===== src/rtl/mem_pkg.sv =====
// mem_pkg: shared widths, default latency and FSM state encoding for mem_backend
package mem_pkg;
  localparam int ADDR_W_DEF = 8;
  localparam int DATA_W_DEF = 4;
  localparam int LATENCY_DEF = 3;
  typedef enum logic [1:0] {IDLE, WAIT, RESP} state_t;
endpackage


===== src/rtl/wb_fifo.sv =====
// wb_fifo: 2-entry posted-write FIFO, oldest entry presented on dout
module wb_fifo #(
  parameter int W = 12
) (
  input  logic         clock,
  input  logic         reset_n,
  input  logic         push,
  input  logic         pop,
  input  logic [W-1:0] din,
  output logic [W-1:0] dout,
  output logic         full,
  output logic         empty
);
  logic [W-1:0] ent [2];
  logic rp, wp;
  logic [1:0] cnt;
  logic do_push, do_pop;
  assign do_push = push && !full;
  assign do_pop = pop && !empty;
  assign dout = ent[rp];
  assign full = cnt == 2'd2;
  assign empty = cnt == 2'd0;
  // pointers and occupancy; reset discards any pending entries
  always_ff @(posedge clock)
    if (!reset_n) begin
      rp <= 1'b0;
      wp <= 1'b0;
      cnt <= '0;
    end else begin
      if (do_push) wp <= !wp;
      if (do_pop) rp <= !rp;
      cnt <= cnt + 2'(do_push) - 2'(do_pop);
    end
  // entry storage needs no reset, occupancy decides validity
  always_ff @(posedge clock)
    if (do_push) ent[wp] <= din;
endmodule


===== src/rtl/mem_backend.sv =====
// mem_backend: fixed-latency word memory behind the L1; MEM_BACKEND_WRITE_BUFFER_EN adds posted writes
module mem_backend import mem_pkg::*; #(
  parameter int LATENCY = LATENCY_DEF,
  parameter int ADDR_W = ADDR_W_DEF,
  parameter int DATA_W = DATA_W_DEF
) (
  input  logic              clock,
  input  logic              reset_n,
  input  logic              req_valid,
  output logic              req_ready,
  input  logic              req_we,
  input  logic [ADDR_W-1:0] req_addr,
  input  logic [DATA_W-1:0] req_wdata,
  output logic              resp_valid,
  output logic [DATA_W-1:0] resp_rdata,
  output logic              busy
);
  localparam logic [3:0] L1 = 4'(LATENCY - 1);
  state_t state;
  logic [3:0] cnt, cnt_nxt;
  logic we_q;
  logic [ADDR_W-1:0] addr_q, wr_addr;
  logic [DATA_W-1:0] wdata_q, wr_data;
  logic [ADDR_W+DATA_W-1:0] head;
  logic xfer, push, drain, full, empty, wr_en;
  logic [DATA_W-1:0] mem [2**ADDR_W];
`ifdef MEM_BACKEND_WRITE_BUFFER_EN
  assign push = xfer && req_we;
  assign drain = !empty && cnt == '0;
  wb_fifo #(.W(ADDR_W + DATA_W)) u_wb (
    .clock(clock),
    .reset_n(reset_n),
    .push(push),
    .pop(drain),
    .din({req_addr, req_wdata}),
    .dout(head),
    .full(full),
    .empty(empty)
  );
`else
  assign push = 1'b0;
  assign drain = 1'b0;
  assign full = 1'b0;
  assign empty = 1'b1;
  assign head = '0;
`endif
  assign req_ready = state == IDLE && (req_we ? !full : empty);
  assign xfer = req_valid && req_ready;
  assign busy = state != IDLE || !empty;
  assign wr_en = drain || (state == WAIT && cnt == '0 && we_q);
  assign wr_addr = drain ? head[ADDR_W+DATA_W-1:DATA_W] : addr_q;
  assign wr_data = drain ? head[DATA_W-1:0] : wdata_q;
  for (genvar g = 0; g < 2**ADDR_W; g++) begin : g_word
    logic [DATA_W-1:0] word = DATA_W'(g);
    // one array word, power-up value is its own address, untouched by reset
    always_ff @(posedge clock)
      if (wr_en && wr_addr == ADDR_W'(g)) word <= wr_data;
    assign mem[g] = word;
  end
  // shared latency counter: request WAIT countdown, or background drain of the posted-write head
  always_comb
    cnt_nxt = (state == IDLE && xfer && !push) ? L1 :
              (state == WAIT && cnt != '0) ? cnt - 4'd1 :
              drain ? ((full || push) ? L1 : '0) :
              (push && empty) ? L1 :
              !empty ? cnt - 4'd1 : cnt;
  // request FSM with registered response outputs
  always_ff @(posedge clock)
    if (!reset_n) begin
      state <= IDLE;
      cnt <= '0;
      resp_valid <= 1'b0;
      resp_rdata <= '0;
    end else begin
      cnt <= cnt_nxt;
      case (state)
        IDLE: if (xfer) begin
          state <= push ? RESP : WAIT;
          resp_valid <= push;
          we_q <= req_we;
          addr_q <= req_addr;
          wdata_q <= req_wdata;
        end
        WAIT: if (cnt == '0) begin
          state <= RESP;
          resp_valid <= 1'b1;
          resp_rdata <= we_q ? '0 : mem[addr_q];
        end
        default: begin
          state <= IDLE;
          resp_valid <= 1'b0;
          resp_rdata <= '0;
        end
      endcase
    end
endmodule


===== config.mk =====
export PLATFORM = sky130hd
export DESIGN_NAME = mem_backend
export DESIGN_NICKNAME = d
export VERILOG_FILES = /design/src/rtl/mem_pkg.sv /design/src/rtl/wb_fifo.sv /design/src/rtl/mem_backend.sv
export SDC_FILE = /design/constraint.sdc
export NUM_CORES = 1
export LEC_CHECK = 0
export ABC_CLOCK_PERIOD_IN_PS = 3700
export CAP_MARGIN = 25
export CORE_MARGIN = 1
export CORE_UTILIZATION = 45
export CTS_BUF_LIST = sky130_fd_sc_hd__clkbuf_16
export DETAILED_ROUTE_END_ITERATION = 8
export PLACE_DENSITY = 0.62
export REMOVE_ABC_BUFFERS = 1
export SLEW_MARGIN = 20
export SYNTH_ARGS = -nofsm -noshare
export SYNTH_HDL_FRONTEND = slang
export SYNTH_SLANG_ARGS = --single-unit

===== constraint.sdc =====
create_clock -name clock -period 3.7 [get_ports clock]
set_input_delay 0.37 -clock clock [delete_from_list [all_inputs] [get_ports clock]]
set_output_delay 0.37 -clock clock [all_outputs]
set_load 0.005 [all_outputs]

Word-level counts from Yosys, hierarchy flattened
Index checks and enable logic that the tools add are counted.
{"block": "totals", "reg_bits": 1048, "latchBits": 0, "ram_bits": 0, "romBits": 0, "input_bits": 16, "output_inout_bits": 7, "wordCells": 812, "n_memories": 0}
{"block": "classes", "addsub": 1, "mul": 0, "div": 0, "magnitude_cmp": 1, "n_eq_ne": 258, "n_shift": 0, "n_mux": 14, "bitwise": 3, "n_reduce_logical": 271}
{"cell": "$eq A8 B8 Y1 const B", "n": 128}
{"cell": "$eq A8 B7 Y1 const B", "n": 64}
{"cell": "$logic_and A1 B1 Y1", "n": 261}
{"cell": "$eq A8 B6 Y1 const B", "n": 32}
{"cell": "$eq A8 B5 Y1 const B", "n": 16}
{"cell": "$eq A8 B4 Y1 const B", "n": 8}
{"cell": "$bmux W4 S8", "n": 1}
{"cell": "$eq A8 B3 Y1 const B", "n": 4}
{"cell": "$eq A8 B2 Y1 const B", "n": 2}
{"cell": "$mux W4", "n": 4}
{"cell": "$ge A9 B9 Y1 const B", "n": 1}
{"cell": "$not A8 Y9", "n": 1}
{"cell": "$eq A8 B1 Y1 const B", "n": 1}
{"cell": "$logic_not A8 Y1", "n": 1}
{"cell": "$mux W2", "n": 4}
{"cell": "$pmux W4 S2", "n": 1}
{"cell": "$logic_not A4 Y1", "n": 1}
{"cell": "$ne A2 B1 Y1 const B", "n": 2}
{"cell": "$pmux W2 S2", "n": 1}
{"cell": "$reduce_and A2 Y1", "n": 2}
{"cell": "$reduce_bool A2 Y1", "n": 2}
{"cell": "$reduce_bool A4 Y1", "n": 1}
{"cell": "$sub A4 B1 Y4 const B", "n": 1}
{"cell": "$reduce_and A3 Y1", "n": 1}
{"cell": "other kinds (6)", "n": 8}

Longest topological paths before layout
{"block": "depth", "depth_word": 7, "mapped_depth": 12, "depth_no_buf": 8}

Worst setup path before layout
OpenSTA, ideal clock, no wires.
{"block": "synth_timing", "path_type": "register to register", "start": "register wdata_q[0]", "end": "register g_word[0].word[0], data pin", "setup_ps": 817, "t_arrival_ps": 3228, "required_time_ps": 2883, "setup_slack_ps": -346, "path_stages_with_launch": 1, "path_buffers": 0, "synth_period_minus_slack_ps": 4046, "path_cell_list": "edfxtp_1"}
{"item": "from (decl)", "line": "mem_backend.sv:23", "source": "logic [DATA_W-1:0] wdata_q, wr_data;"}
{"item": "from (signal assigned)", "line": "mem_backend.sv:82", "source": "wdata_q <= req_wdata;"}
{"item": "to (signal assigned)", "line": "mem_backend.sv:57", "source": "if (wr_en && wr_addr == ADDR_W'(g)) word <= wr_data;"}
{"item": "to (decl)", "line": "mem_backend.sv:54", "source": "logic [DATA_W-1:0] word = DATA_W'(g);"}
No word-level cell between the ends.

Worst setup path in the final report
{"block": "layout_timing", "start": "register addr_q[0]", "end": "register resp_rdata[2]"}
{"block": "layout_between", "elab_chain_len": 7}
{"item": "from (decl)", "line": "mem_backend.sv:22", "source": "logic [ADDR_W-1:0] addr_q, wr_addr;"}
{"item": "from (signal assigned)", "line": "mem_backend.sv:81", "source": "addr_q <= req_addr;"}
{"item": "$not A8 Y9 (not written as such)", "line": "mem_backend.sv:87", "source": "resp_rdata <= we_q ? '0 : mem[addr_q];"}
{"item": "$bmux W4 S8", "line": "mem_backend.sv:87"}
{"item": "$mux W4 (not written as such) (2 in series)", "line": "mem_backend.sv:87"}
{"item": "$mux W4", "line": "mem_backend.sv:87"}
{"item": "$mux W4", "line": "mem_backend.sv:84", "source": "WAIT: if (cnt == '0) begin"}
{"item": "$pmux W4 S2", "line": "mem_backend.sv:76", "source": "case (state)"}
{"item": "to (signal assigned)", "line": "mem_backend.sv:87"}
{"item": "to (decl)", "line": "mem_backend.sv:15", "source": "output logic [DATA_W-1:0] resp_rdata,"}
Every way passes these cells. The select of a mux whose other input is x is not followed.
A chain may end at the register's enable or synchronous reset.

==> impl_results.md <==
- CP peak stage delay: 0.54 ns
- Share of Yosys cell area claimed by the top area cell type: 0.7502
- Fin. max-slew vios: 0
- Placed Area: 0.04332 mm²
- Share of layout cells above drive strength 1: 0.1831
- Initial DRC count: 2,327
- Max_slew headroom: 0.2599
- Fin crit period: 3.264 ns
- Dominant cell type by area after synthesis: edfxtp_1
- DP HPWL: 61,310 µm
- Final period util: 0.8822
- Crit path DAT: 3.83 ns
- Most used cell, CP: nor2_1
- Sum Neg Setup Slack: 0 ns
- Initial Util: 0.4536
- Nets: 2,315
- Peak Freq: 0.3064 GHz
- CTS tree: done
- Synth Area per Inst: 18.77 µm²
- CP endpoint kind: register
- H-tree depth: 3
- Height of the die: 305.7 µm
- Worst Hold Class: primary input to register
- # clock sinks: 1,047
- # fillers: 7,162
- Pwr/cell area: 531.4 mW/mm²
- Slew @ Worst Pin: 1.110 ns
- Final setup skew: 0.03713 ns
- Die X: 305.7 µm
- Post-Syn Area: 0.04151 mm²
- Final setup violation count: 0
- CP cell instances: buf_4 > buf_12 > mux4_2 > mux2i_1 > o22ai_1 > nor2_1 > nor2_1 > a221oi_1 > o31ai_1
- Core area: 0.09152 mm²
- Sequential area share after synthesis: 0.7550
- Class of the most critical setup path: register to register
- Outcome: completed
- Top layer in use: met4
- Worst vdd ir: 370.3 µV
- Yosys warnings: 0
- Die Area: 0.09346 mm²
- PortBufs: 22
- Pin count of the biggest net entering global routing: 257
- CTS root buf: clkbuf_16
- Clk buf depth: 3
- Residual DRC: 0
- Post-route insts no fill: 3,573
- Grt total ovfl: 0
- Routed length per placed instance: 27.45 µm
- Crit-path leading delay family: multiplexers
- Startpoint types: register
- Initial antenna violation count: 4
- Clock transition at path regs: 0.06 ns
- Area added between synthesis and finish: 13.17%
- FP Rows: 111
- Synth top area cells: edfxtp_1 (75%), mux4_2 (9.1%), mux2i_1 (3.8%)
- Routability cong.: 0.8424
- Post-route ant nets: 0
- R2R Setup Slk: 0.44 ns
- Total global-route track usage: 0.2115
- DR pass1 iterations: 5
- CP max FO: 37
- Met3 wire length: 7430 µm
- Pre-CTS setup slack: 0.4516 ns
- Met2 routed WL: 46,830 µm
- Via density: 5.953
- Total CTS buffers: 106
- Fin area: 0.04698 mm²
- Cells after synthesis: 2,211
- CTS Hold Bufs: 0
- Register bit total from synthesis: 1,047
- MaxCap Viol Count: 0
- Lkg Pwr: 14.91 nW
- RSZ-0062 raised after global routing: false
- Fin. Hold Viols: 0
- Crit path buffers/inverters: 2
- Wirelength, routed: 98,060 µm
- Cts repair resizes: 0
- Postcts setup bufs: 0
- Clock latency at the later pin of the worst-skew pair: 0.69 ns
- WP data required: 4.27 ns
- Final Total Pwr: 24.96 mW
- Inst Count DP: 3,373
- Vias: 21,270
- Cell with the biggest individual delay on the critical path: mux4_2
- IO Pins: 23
- Synth unique cells: 55
- Number of global-route vias before repair: 21,893
- Met1 WL: 41,200 µm
- Diodes inserted: 0
- Final worst slack: 0.4359 ns
- Global-route wire length before repair: 145,200 µm
==> cells in the final DEF, fill, tap and decap left out, types with 6 or more instances in the layout <==
cell type	netlist	routed
mux4_1	16	16
inv_1	6	32
dfxtp_1	10	10
clkdlybuf4s50_1	0	22
clkinvlp_4	0	6
nor2_1	287	287
a31oi_1	12	12
a22oi_1	56	56
buf_12	5	16
nand3_1	20	20
o211ai_1	15	15
edfxtp_1	1037	1037
o21ai_0	11	11
o221ai_1	15	15
o22ai_1	9	9
a21oi_1	24	24
clkbuf_16	0	108
bufinv_16	0	16
mux2_2	14	14
nor2b_1	11	10
nand2_1	93	93
a221oi_1	30	30
buf_4	21	76
nand4_1	12	12
clkinv_1	1	19
clkinv_2	0	17
mux4_2	167	167
mux2i_1	156	156
o21ai_1	8	8
==> registers in the layout, indices dropped and copies added, names as in the netlist <==
signal	cells
g_word.word	1024
addr_q	8
resp_valid	1
we_q	1
cnt	4
resp_rdata	4
state	1
wdata_q	4
==> final timing paths <==
kind,depth (start not counted),start,to
worst max register to register,9,addr_q[0]$_DFFE_PP_,resp_rdata[2]$_SDFFE_PN0P_
worst max-delay path,9,addr_q[0]$_DFFE_PP_,resp_rdata[2]$_SDFFE_PN0P_
worst min register to register,2,cnt[3]$_SDFFE_PP0P_,cnt[3]$_SDFFE_PP0P_
worst min-delay path,1,req_addr[1],addr_q[1]$_DFFE_PP_
==> report_power, final <==
group          internal, mW  switching (mW)
sequential             13.0          0.0243
clock                  6.42            4.50
combinational         0.363           0.638
total                  19.8            5.16
==> metal layers <==
metal  vias up  global-route usage
met5         -                   0
met4         0             0.07023
met3       157             0.03799
met2       891              0.3342
met1     11086              0.2981
li1       9136                   -
==> cell families after synthesis <==
logic type               Yosys count  share of synthesized area
XOR/XNOR                           3                  0.0006331
multiplexers                     353                     0.1421
flip-flops                      1047                     0.7550
buffers and inverters            146                    0.01989
AND/OR/NAND/NOR                  448                    0.04425
adder cells (fa/ha/maj)            1                  0.0003014
AO/OA/AOI/OAI                    213                    0.03780
==> cell usage after synthesis (all sizes together) <==
library cell  instances
and3b                 1
inv                   8
a221oi               31
nand2b                4
xnor2                 1
o211ai               15
nor2                288
and3                  3
a31o                  3
xor2                  2
a21oi                24
nand3b                2
a21o                  3
and2                  3
dfxtp                10
clkinv                1
a211oi                2
o21a                  1
a32o                  4
nand3                20
o2111ai               2
mux2                 14
a221o                 3
mux4                183
o221ai               15
buf                  81
a2111oi               5
nand4b                3
a31oi                12
o22ai                 9
a21boi                1
nand2                93
a22o                  4
or3b                  1
o21ai                19
clkbuf               56
nor2b                11
a22oi                56
mux2i               156
nand4                12
o31ai                 4
edfxtp             1037
ha                    1
or2                   3
nor3                  4
==> worst register-to-register path: cells and delay by family, from the launching register on <==
kind,cells,cell delay (ns)
buffers and inverters,2,0.65
AND/OR/NAND/NOR,2,0.19
flip-flops,1,0.47
AO/OA/AOI/OAI,3,0.78
multiplexers,2,1.05
==> final cells by class <==
cell class	count	area, µm²	area share
sequential	1047	31340	0.6671
inverter	9	33.78	0.0007191
clock inverter	89	899.6	0.01915
clock buffer	108	2703	0.05753
timing repair buffer	116	1166	0.02482
tap	1186	1484	0.03159
multi-input combinational	1018	9354	0.1991
==> stage by stage <==
step	util	hold slack, ns
global placement	0.4733	0.5059
CTS	0.5126	0.1968
finish	0.5133	0.2353
floorplan	-	0.4459
global route	0.5133	0.2127
detailed placement	0.4733	0.5105
Power figures use the tool's default switching activity.
